===== src/rtl/interboard_link_pkg.sv =====
// interboard_link_pkg: shared state encodings, message constants and beat arithmetic for the inter-board link
package interboard_link_pkg;
    localparam logic [2:0] DEF_RST_TYPE = 3'b111;
    typedef enum logic [1:0] {T_IDLE, T_LOAD, T_REQ_HI, T_WAIT_ACK_LO} tx_state_t;
    typedef enum logic [1:0] {R_IDLE, R_ACK, R_REL} rx_state_t;
    function automatic int beats_of(int bits, int w);
        return (bits + w - 1) / w;
    endfunction
endpackage


===== src/rtl/interboard_link_if.sv =====
// interboard_link_if: board-to-board pin bundle; master is the transceiver side, slave is the peer side
interface interboard_link_if #(parameter int DATA_W = 6);
    logic              Request_out;
    logic              Ack_out;
    logic [DATA_W-1:0] inter_data_out;
    logic              Request_in;
    logic              Ack_in;
    logic [DATA_W-1:0] inter_data_in;
    modport master (output Request_out, Ack_out, inter_data_out, input Request_in, Ack_in, inter_data_in);
    modport slave (input Request_out, Ack_out, inter_data_out, output Request_in, Ack_in, inter_data_in);
endinterface


===== src/rtl/interboard_fifo.sv =====
// interboard_fifo: synchronous FIFO with the head entry readable combinationally
module interboard_fifo #(
    parameter int W     = 8,
    parameter int DEPTH = 4
) (
    input  logic         clk,
    input  logic         rst,
    input  logic         push,
    input  logic         pop,
    input  logic [W-1:0] din,
    output logic [W-1:0] dout,
    output logic         full,
    output logic         empty
);
    localparam int AW = $clog2(DEPTH);
    logic [W-1:0] mem [DEPTH];
    logic [AW:0]  wr_ptr, rd_ptr;
    assign empty = wr_ptr == rd_ptr;
    assign full  = wr_ptr == {~rd_ptr[AW], rd_ptr[AW-1:0]};
    assign dout  = mem[rd_ptr[AW-1:0]];
    always_ff @(posedge clk) begin
        if (rst) begin
            wr_ptr <= '0;
            rd_ptr <= '0;
        end else begin
            if (push) begin
                mem[wr_ptr[AW-1:0]] <= din;
                wr_ptr <= wr_ptr + 1'b1;
            end
            if (pop) rd_ptr <= rd_ptr + 1'b1;
        end
    end
endmodule


===== src/rtl/interboard_link.sv =====
// interboard_link: buffered four-phase Request/Ack transceiver carrying {msg_type, number} in DATA_W-bit beats
module interboard_link
    import interboard_link_pkg::*;
#(
    parameter int               DATA_W      = 6,
    parameter int               MSG_W       = 3,
    parameter int               NUM_W       = 5,
    parameter int               FIFO_DEPTH  = 4,
    parameter int               TIMEOUT_CYC = 1000000,
    parameter logic [MSG_W-1:0] RST_TYPE    = MSG_W'(DEF_RST_TYPE)
) (
    input  logic               clk,
    input  logic               rst,
    input  logic               ctrl_en,
    input  logic [MSG_W-1:0]   ctrl_msg_type,
    input  logic [NUM_W-1:0]   ctrl_number,
    output logic               inter_ready,
    output logic               tx_overflow,
    interboard_link_if.master  link,
    output logic               interboard_en,
    output logic [MSG_W-1:0]   interboard_msg_type,
    output logic [NUM_W-1:0]   interboard_number,
    output logic               interboard_rst,
    output logic               link_err
);
    localparam int W     = MSG_W + NUM_W;
    localparam int BEATS = beats_of(W, DATA_W);
    localparam int SW    = BEATS * DATA_W;
    localparam int BK_W  = BEATS > 1 ? $clog2(BEATS) : 1;
    localparam int TC_W  = $clog2(TIMEOUT_CYC + 1);
    localparam logic [TC_W-1:0] TC_LAST   = TC_W'(TIMEOUT_CYC - 1);
    localparam logic [BK_W-1:0] LAST_BEAT = BK_W'(BEATS - 1);
    // Request, Ack and data share one synchroniser chain so data stays aligned with its Request
    logic [DATA_W+1:0] sync1, sync2;
    logic              req_s, ack_s;
    logic [DATA_W-1:0] data_s;
    assign {req_s, ack_s, data_s} = sync2;
    always_ff @(posedge clk) begin
        if (rst) {sync2, sync1} <= '0;
        else {sync2, sync1} <= {sync1, link.Request_in, link.Ack_in, link.inter_data_in};
    end
    logic         push, pop, full, empty;
    logic [W-1:0] fifo_out;
    assign push        = ctrl_en && !full;
    assign inter_ready = !full;
    interboard_fifo #(.W(W), .DEPTH(FIFO_DEPTH)) u_fifo (
        .clk, .rst, .push, .pop, .din({ctrl_msg_type, ctrl_number}), .dout(fifo_out), .full, .empty
    );
    tx_state_t       tx_state, tx_next;
    logic [SW-1:0]   tx_sr;
    logic [BK_W-1:0] tx_beat;
    logic [TC_W-1:0] tx_cnt;
    logic            tx_abort, tx_to, tx_fail, tx_done;
    assign tx_to   = tx_cnt == TC_LAST;
    assign tx_fail = tx_to && (tx_state == T_REQ_HI ? !ack_s : tx_state == T_WAIT_ACK_LO && ack_s);
    assign tx_done = tx_state == T_WAIT_ACK_LO && !ack_s && !tx_abort && tx_beat == LAST_BEAT;
    assign link.Request_out    = tx_state == T_REQ_HI;
    assign link.inter_data_out = tx_sr[SW-1 -: DATA_W];
    always_comb begin
        tx_next = tx_state;
        pop = 1'b0;
        case (tx_state)
            T_IDLE: begin
                pop = !empty;
                tx_next = empty ? T_IDLE : T_LOAD;
            end
            T_LOAD: tx_next = T_REQ_HI;
            T_REQ_HI: tx_next = (ack_s || tx_to) ? T_WAIT_ACK_LO : T_REQ_HI;
            default: tx_next = !ack_s ? ((tx_abort || tx_beat == LAST_BEAT) ? T_IDLE : T_LOAD)
                                      : (tx_to ? T_IDLE : T_WAIT_ACK_LO);
        endcase
    end
    always_ff @(posedge clk) begin
        if (rst) begin
            tx_state    <= T_IDLE;
            tx_sr       <= '0;
            tx_beat     <= '0;
            tx_cnt      <= '0;
            tx_abort    <= 1'b0;
            tx_overflow <= 1'b0;
            link_err    <= 1'b0;
        end else begin
            tx_state    <= tx_next;
            tx_cnt      <= (tx_next != tx_state) ? '0 : tx_cnt + 1'b1;
            tx_overflow <= ctrl_en && full;
            if (pop) begin
                tx_sr    <= SW'(fifo_out);
                tx_beat  <= '0;
                tx_abort <= 1'b0;
            end else if (tx_state == T_WAIT_ACK_LO && tx_next == T_LOAD) begin
                tx_sr   <= tx_sr << DATA_W;
                tx_beat <= tx_beat + 1'b1;
            end
            if (tx_fail) begin
                tx_abort <= 1'b1;
                link_err <= 1'b1;
            end else if (tx_done) link_err <= 1'b0;
        end
    end
    rx_state_t       rx_state, rx_next;
    logic [SW-1:0]   rx_word;
    logic [BK_W-1:0] rx_beat;
    logic [TC_W-1:0] rx_cnt;
    logic            rx_last;
    assign rx_last = rx_state == R_REL && rx_beat == LAST_BEAT;
    assign link.Ack_out = rx_state == R_ACK;
    always_comb begin
        rx_next = rx_state == R_IDLE ? (req_s ? R_ACK : R_IDLE)
                : rx_state == R_ACK  ? (req_s ? R_ACK : R_REL) : R_IDLE;
    end
    always_ff @(posedge clk) begin
        if (rst) begin
            rx_state            <= R_IDLE;
            rx_word             <= '0;
            rx_beat             <= '0;
            rx_cnt              <= '0;
            interboard_en       <= 1'b0;
            interboard_rst      <= 1'b0;
            interboard_msg_type <= '0;
            interboard_number   <= '0;
        end else begin
            rx_state       <= rx_next;
            rx_cnt         <= (rx_state == R_IDLE && rx_beat != '0) ? rx_cnt + 1'b1 : '0;
            interboard_en  <= rx_last;
            interboard_rst <= rx_last && rx_word[W-1 -: MSG_W] == RST_TYPE;
            if (rx_state == R_IDLE && req_s) rx_word[SW - 1 - int'(rx_beat) * DATA_W -: DATA_W] <= data_s;
            if (rx_state == R_REL) begin
                rx_beat <= rx_last ? '0 : rx_beat + 1'b1;
                if (rx_last) {interboard_msg_type, interboard_number} <= rx_word[W-1:0];
            end else if (rx_state == R_IDLE && !req_s && rx_cnt == TC_LAST) rx_beat <= '0;
        end
    end
    if (SW > W) begin : g_pad
        logic unused_pad;
        assign unused_pad = ^rx_word[SW-1:W];
    end
endmodule


===== src/flat_wrapper.sv =====
// flat-port wrapper written by rule: the top's interface ports become plain ports
module interboard_link_flat import interboard_link_pkg::*;
#(
    parameter int               DATA_W      = 6,
    parameter int               MSG_W       = 3,
    parameter int               NUM_W       = 5,
    parameter int               FIFO_DEPTH  = 4,
    parameter int               TIMEOUT_CYC = 1000000,
    parameter logic [MSG_W-1:0] RST_TYPE    = MSG_W'(DEF_RST_TYPE)
)
  (clk, rst, ctrl_en, ctrl_msg_type, ctrl_number, inter_ready, tx_overflow, interboard_en, interboard_msg_type, interboard_number, interboard_rst, link_err, link_Request_out, link_Ack_out, link_inter_data_out, link_Request_in, link_Ack_in, link_inter_data_in);
  interboard_link_if #(.DATA_W(DATA_W)) link_i ();
  input  logic clk;
  input  logic rst;
  input  logic ctrl_en;
  input  logic [MSG_W-1:0] ctrl_msg_type;
  input  logic [NUM_W-1:0] ctrl_number;
  output logic inter_ready;
  output logic tx_overflow;
  output logic interboard_en;
  output logic [MSG_W-1:0] interboard_msg_type;
  output logic [NUM_W-1:0] interboard_number;
  output logic interboard_rst;
  output logic link_err;
  output wire logic [$bits(link_i.Request_out)-1:0] link_Request_out;
  output wire logic [$bits(link_i.Ack_out)-1:0] link_Ack_out;
  output wire logic [$bits(link_i.inter_data_out)-1:0] link_inter_data_out;
  input wire logic [$bits(link_i.Request_in)-1:0] link_Request_in;
  input wire logic [$bits(link_i.Ack_in)-1:0] link_Ack_in;
  input wire logic [$bits(link_i.inter_data_in)-1:0] link_inter_data_in;
  assign link_Request_out = link_i.Request_out;
  assign link_Ack_out = link_i.Ack_out;
  assign link_inter_data_out = link_i.inter_data_out;
  assign link_i.Request_in = link_Request_in;
  assign link_i.Ack_in = link_Ack_in;
  assign link_i.inter_data_in = link_inter_data_in;
  interboard_link #(.DATA_W(DATA_W), .MSG_W(MSG_W), .NUM_W(NUM_W), .FIFO_DEPTH(FIFO_DEPTH), .TIMEOUT_CYC(TIMEOUT_CYC), .RST_TYPE(RST_TYPE)) u_core (.clk(clk), .rst(rst), .ctrl_en(ctrl_en), .ctrl_msg_type(ctrl_msg_type), .ctrl_number(ctrl_number), .inter_ready(inter_ready), .tx_overflow(tx_overflow), .link(link_i), .interboard_en(interboard_en), .interboard_msg_type(interboard_msg_type), .interboard_number(interboard_number), .interboard_rst(interboard_rst), .link_err(link_err));
endmodule

===== config.mk =====
export PLATFORM = sky130hd
export DESIGN_NAME = interboard_link_flat
export DESIGN_NICKNAME = d
export VERILOG_FILES = /design/src/rtl/interboard_link_pkg.sv /design/src/rtl/interboard_link_if.sv /design/src/rtl/interboard_fifo.sv /design/src/rtl/interboard_link.sv /design/src/flat_wrapper.sv
export SDC_FILE = /design/constraint.sdc
export NUM_CORES = 1
export LEC_CHECK = 0
export ABC_AREA = 0
export CAP_MARGIN = 5
export CORE_UTILIZATION = 55
export CTS_CLUSTER_DIAMETER = 50
export DETAILED_ROUTE_END_ITERATION = 10
export DONT_BUFFER_PORTS = 1
export PLACE_DENSITY = 0.74
export SETUP_SLACK_MARGIN = 0.5
export SLEW_MARGIN = 20
export SYNTH_ARGS = -nofsm -noshare
export SYNTH_HDL_FRONTEND = slang
export SYNTH_SLANG_ARGS = --single-unit

===== constraint.sdc =====
create_clock -name clk -period 3.17 [get_ports clk]
set_input_delay 0.317 -clock clk [delete_from_list [all_inputs] [get_ports clk]]
set_output_delay 0.317 -clock clk [all_outputs]
set_load 0.02 [all_outputs]

==> results.tsv, run 1 <==
metric	value	unit
unrepaired setup endpoints after global routing	no	
static leakage	2.21	nW
Worst Skew	0.0129	ns
Routed WL	10400	um
CTS Buf Count	17	
DR iter-0 viols	163	
H-tree levels	4	
Power Dens Cells	794	nW/um2
MaxCap Viol Count	0	
Seq cells post-synth	135	
Reg2Reg Setup Slack	0.64	ns
cell area after layout	6500	um2
Seq/Total Area, Yosys	53.3	%
WP data required	3.59	ns
syn_nets	541	
maximum VDD drop	581	uV
global-route wire length before repair	17100	um
GR Overflow Total	0	
antenna cells	0	
Worst-path clk slew	0.06	ns
core area	9910	um2
via count	3742	
Critical Path Start	u_core.tx_cnt[0]	
Critical R2R Launch	u_core.tx_cnt[0]	
drt drc	0	
PortBufs	0	
critical path class	reg -> reg	
Total GRT Usage	20.2	%
CP Capture Type	register	
Avg WL per Cell	15.5	um
Synth cell types	52	
initial antenna violation count	0	
area occupied by multi-input gates	2450	um2
Critical Path Fanout Max	9	
period utilisation layout	79.8	%
Cell Rows	36	
fillcell total	763	
Worst Hold Class	in -> reg	
Critical Path Max Stage Delay	0.61	ns
Worst-Margin Slew	0.958	ns
arrival time worst endpoint	2.95	ns
Fin Setup TNS	0	ns
Final HPWL DP	6520	um
drt first pass iters	4	
Clock Sinks	135	
Die Area	10700	um2
share of layout cells above drive strength 1	14.3	%
Die W	104	um
TritonCTS clock tree	yes	
Slew Limit Headroom	36.0	%
vias in the first global route	3705	
Worst R2R End	u_core.tx_sr[7]	
Final Slew Violations	0	
nets	554	
Initial Util	57.3	%
Area Growth Syn to Fin	14.6	%
Post-synth EDFFs	32	
IO Count	40	
mapped cell area	5680	um2
crit-path cells	ha_1, nand3_2, or4_4, o32ai_4, buf_4, o31ai_1, a311oi_1	
Startpoint Class	register	
endpoints failing setup	0	
Register Area	3020	um2
via/cell ratio	5.59	
ys async rst share	0	%
worst skew pair latency	0.52	ns
crit path capture	u_core.tx_sr[7]	
slowest CP cell	or4_4	
pin count of the biggest net entering global routing	57	
Mapped Cells	511	
Die Ht	104	um
status	complete, no violations	
Hold Violations, Final	0	
Detail Route Antenna Nets	0	
Max Fclk	0.395	GHz
CTS max path bufs	2	
Main synth FF type	dfxtp_1	
Synth Area per Inst	11.1	um2
yosys warns	0	
DP Area	5720	um2
fin crit period	2.53	ns
root buffer cell	clkbuf_8	
RD Place Congestion	0.841	
R2R cell count	7	
## cell usage in the layout (no fill, tap or decap), types with 5 or more instances in the layout
cell type / instances
or2_2: 5
nand4_1: 20
and2_1: 5
nor3_1: 5
inv_1: 10
o31ai_1: 9
clkbuf_16: 17
dfxtp_1: 103
dlygate4sd3_1: 17
nand3_1: 22
nand2_1: 27
mux2i_1: 16
xor2_1: 24
edfxtp_1: 32
xnor2_1: 18
ha_1: 11
nor2b_1: 17
and3_1: 5
a211oi_2: 21
a21oi_1: 18
nor2_1: 56
mux4_2: 8
buf_4: 5
## power by group
group | switching [W] | internal, W | total (W) | leakage [nW]
Combinational | 0.000792 | 0.000405 | 0.00120 | 0.789
Sequential | 0.000136 | 0.00189 | 0.00202 | 1.13
Clock | 0.000747 | 0.00120 | 0.00195 | 0.296
## flip-flops by register name (all words and copies together), names as in the netlist, 3 cells and up, named ones only
signal	count
u_core.tx_sr	12
u_core.sync1	8
u_core.u_fifo.wr_ptr	3
u_core.interboard_number	5
u_core.u_fifo.rd_ptr	3
u_core.interboard_msg_type	3
u_core.rx_word	8
u_core.tx_cnt	20
u_core.sync2	8
u_core.rx_cnt	20
u_core.u_fifo.mem	32
## synth_stat cells (4+ instances only)
library cell    n  area [um2]
nand4_1        20         125
ha_1           11         138
and2_1          5        31.3
nor2_1         56         210
edfxtp_1       32         961
a211oi_2       21         263
or2_2           5        31.3
mux4_2          8         180
inv_1          10        37.5
dfxtp_1       103        2060
nor2b_1        17         106
mux2i_1        16         160
xor2_1         24         210
buf_4           8        60.1
xnor2_1        18         158
and3_1          5        31.3
clkbuf_1       16        60.1
nand2_1        27         101
o311ai_1        4        35.0
nand3_1        22         110
o31ai_1         9        67.6
nand2b_1        4        25.0
a21oi_1        18        90.1
nor3_1          5        25.0
## stage by stage
step                      total power (W)  util (%)  setup WS, ns  instances  hold WS (ns)
after floorplan                   0.00306         -         0.948        511         0.397
after global placement            0.00317      57.7         0.750        620         0.393
after detailed placement          0.00321      57.7         0.657        620         0.395
after CTS                         0.00520      65.6         0.653        670       0.00514
after global routing              0.00540      65.6         0.503        670        0.0195
final                             0.00516      65.6         0.640        670        0.0257
## how the worst min path moves through the flow
stage / startpoint / endpoint / cells past startpoint
after floorplan: rst / u_core.interboard_en / 1
after global placement: rst / u_core.interboard_msg_type[1] / 1
after detailed placement: rst / u_core.interboard_msg_type[2] / 1
after CTS: rst / u_core.tx_beat / 2
after global routing: rst / u_core.tx_beat / 2
final: rst / u_core.tx_sr[10] / 2
## final cells by class
cell class	count	area share [%]
flip-flops and latches	135	46.5
inverters	10	0.577
multi-input cells	337	37.7
clock inverters	12	2.15
well taps	133	2.56
clock buffers	20	7.02
repair buffers	23	3.50
## worst max-delay path: cells and delay by family, from the launching register on
kind                       cells  cell delay [ns]
AOI/OAI and AO/OA              3             0.83
and+or+nand+nor                2             0.76
buffers and inverters          1             0.24
DFF                            1             0.39
adders and majority gates      1             0.22
## timing repair
item	CTS	global route
endpoints found under the hold margin	89	0
setup buffers	0	0
gates resized for setup	0	0
hold buffers	18	0
## metal layers
layer	routed length, um	track usage (%)	up-vias
met5	0	0	-
met4	184	10.1	0
li1	-	-	1871
met2	5220	34.0	73
met3	394	5.22	17
met1	4560	23.9	1781
## cells by family after synthesis
family,share of synthesized area [%]
xor gates and xnor gates,6.48
AOI/OAI and AO/OA,10.9
buffers and inverters,3.53
muxes,6.00
and+or+nand+nor,17.4
adders and majority gates,2.42
DFF,53.3
Note: power is estimated with default switching activity, not from simulation.
==> inputs of run 2 (changes only) <==
Clock period 3.17 ns to 2.45 ns, I/O delays scaled along.
==> run 2 against run 1 <==
  * Largest cell class unchanged
  * Critical path depth is 1 lower
  * Sequential power is 31% higher
  * Global-route usage is 0.78 points higher
  * Core utilization is 4.1 points higher
  * Worst hold slack better by 0.021 ns
  * Design area is 6.3% higher
==> results.tsv, run 2 (synthesis results as in run 1) <==
metric	value	unit	change
maximum VDD drop	705	uV	+21%
Final HPWL DP	6590	um	+1.1%
Detail Route Antenna Nets	0		unchanged
initial antenna violation count	0		unchanged
critical path class	reg -> reg		
CP Capture Type	register		
Final Non-Filler Cells	695		+3.7%
PortBufs	0		unchanged
slowest CP cell	or4_4		
Critical Path Max Stage Delay	0.59	ns	-0.02 ns
endpoints failing setup	0		unchanged
CTS Buf Count	17		unchanged
nets	579		+4.5%
share of layout cells above drive strength 1	24.0	%	+9.7 points
fin crit period	2.22	ns	-0.312 ns
end of the worst hold path	u_core.interboard_number[2]		
Power Dens Cells	1070	nW/um2	+34%
period utilisation layout	90.5	%	+11 points
Worst Hold Launch	rst		
pin count of the biggest net entering global routing	58		+1.8%
core area	9910	um2	unchanged
Final Slew Violations	0		unchanged
Die Ht	104	um	unchanged
Slew Limit Headroom	54.4	%	+18 points
via/cell ratio	5.64		+0.94%
GR Overflow Total	0		unchanged
static leakage	2.35	nW	+6.1%
Reg2Reg Setup Slack	0.23	ns	-0.41 ns
H-tree levels	4		unchanged
Critical Path Most Common Cell	or4_4		
Place WS	0.141	ns	-0.517 ns
Routed WL	11200	um	+8.0%
drt first pass iters	5		+1
Cell Rows	36		unchanged
Startpoint Class	register		
Worst-Margin Slew	0.681	ns	-0.277 ns
unrepaired setup endpoints after global routing	yes		
Fin Setup TNS	0	ns	unchanged
cell count after placement	628		+1.3%
Clock Sinks	135		unchanged
Total GRT Usage	21.0	%	+0.78 points
commonest non-fill, non-tap cell in the layout	dfxtp_1		
max reg flops	32		unchanged
WP data required	2.89	ns	-0.70 ns
RD Place Congestion	0.779		-7.4%
Die Area	10700	um2	unchanged
root buffer cell	clkbuf_8		
Area Growth Syn to Fin	21.8	%	
drt drc	0		unchanged
DP Area	5820	um2	+1.7%
Hold Violations, Final	0		unchanged
Worst Hold Class	in -> reg		
worst skew pair latency	0.51	ns	about the same
Die W	104	um	unchanged
IO Count	40		unchanged
Worst R2R End	u_core.tx_beat		
DR iter-0 viols	189		+16%
R2R cell count	6		-1
TritonCTS clock tree	yes		
status	complete, no violations		
commonest cells after routing, fill and taps aside	dfxtp_1 (98), nor2_1 (56), edfxtp_1 (32), nand2_1 (27), xor2_1 (24)		
vias in the first global route	3784		+2.1%
antenna cells	0		unchanged
Critical Path Fanout Max	14		+5
Initial Util	57.3	%	unchanged
Avg WL per Cell	16.1	um	+4.2%
Max Fclk	0.451	GHz	+14%
CTS max path bufs	2		unchanged
arrival time worst endpoint	2.66	ns	-0.29 ns
via count	3918		+4.7%
Worst-path clk slew	0.06	ns	about the same
MaxCap Viol Count	0		unchanged
global-route wire length before repair	18000	um	+5.1%
worst setup margin	0.232	ns	-0.408 ns
Worst Skew	0.00839	ns	-0.00448 ns
Critical R2R Launch	u_core.tx_cnt[1]		
crit-path cells	ha_4, nand3_4, or4_4, o21a_2, or4_4, a21oi_2		
worst hold path cell count	2		unchanged
cell area after layout	6910	um2	+6.3%
[run 2: power breakdown]
group	switching [W]	internal (W)
combinational	0.00133	0.000988
clock	0.000956	0.00145
sequential	0.000197	0.00245
total	0.00248	0.00489
[run 2: layout make-up]
class,count,area [um2]
Fill cell,696,3000
Clock inverter,14,150
Inverter,10,37.5
Multi-Input combinational cell,337,2640
Clock buffer,18,418
Tap cell,133,166
Sequential cell,135,3030
Timing Repair Buffer,48,470
[run 2: worst max-delay path: cells and delay by family, from the launching register on]
family	cells	cell delay, ns
adder cells (fa/ha/maj)	1	0.15
AO/OA/AOI/OAI	2	0.51
flip-flops	1	0.35
AND/OR/NAND/NOR	3	1.13
[run 2: per-stage QoR]
step           util, %  total power [W]  hold slack [ns]
3_5_place_dp      58.7          0.00433            0.321
6_report          69.7          0.00736           0.0471
5_1_grt           69.7          0.00768           0.0497
3_3_place_gp      58.7          0.00425            0.320
2_1_floorplan        -          0.00397            0.325
4_1_cts           68.2          0.00709           0.0379
[run 2: worst max-delay path by stage]
stage | endpoint | slack, ns | cells past startpoint | start
after floorplan | u_core.tx_cnt[0] | 0.28 | 6 | u_core.tx_cnt[7]
after global placement | u_core.tx_beat | 0.19 | 5 | u_core.tx_cnt[7]
after detailed placement | u_core.tx_beat | 0.14 | 5 | u_core.tx_cnt[6]
after CTS | u_core.tx_cnt[18] | 0.29 | 7 | u_core.tx_cnt[0]
after global routing | u_core.tx_beat | 0.18 | 6 | u_core.tx_cnt[1]
final | u_core.tx_beat | 0.23 | 6 | u_core.tx_cnt[1]
[run 2: routing by layer]
metal	global-route usage [%]	wire, um	vias up
li1	-	-	1912
met1	25.1	4880	1905
met4	8.07	197	0
met2	36.2	5750	82
met3	5.35	365	19
met5	0	0	-
[run 2: timing repair]
action / CTS / global route
pin swaps: 10 / 12
endpoints found under the setup margin: 34 / 69
cloned: 1 / 0
hold buffers: 18 / 0
buffers inserted: 11 / 5
hold endpoints to repair: 95 / 0
resized for setup: 22 / 25
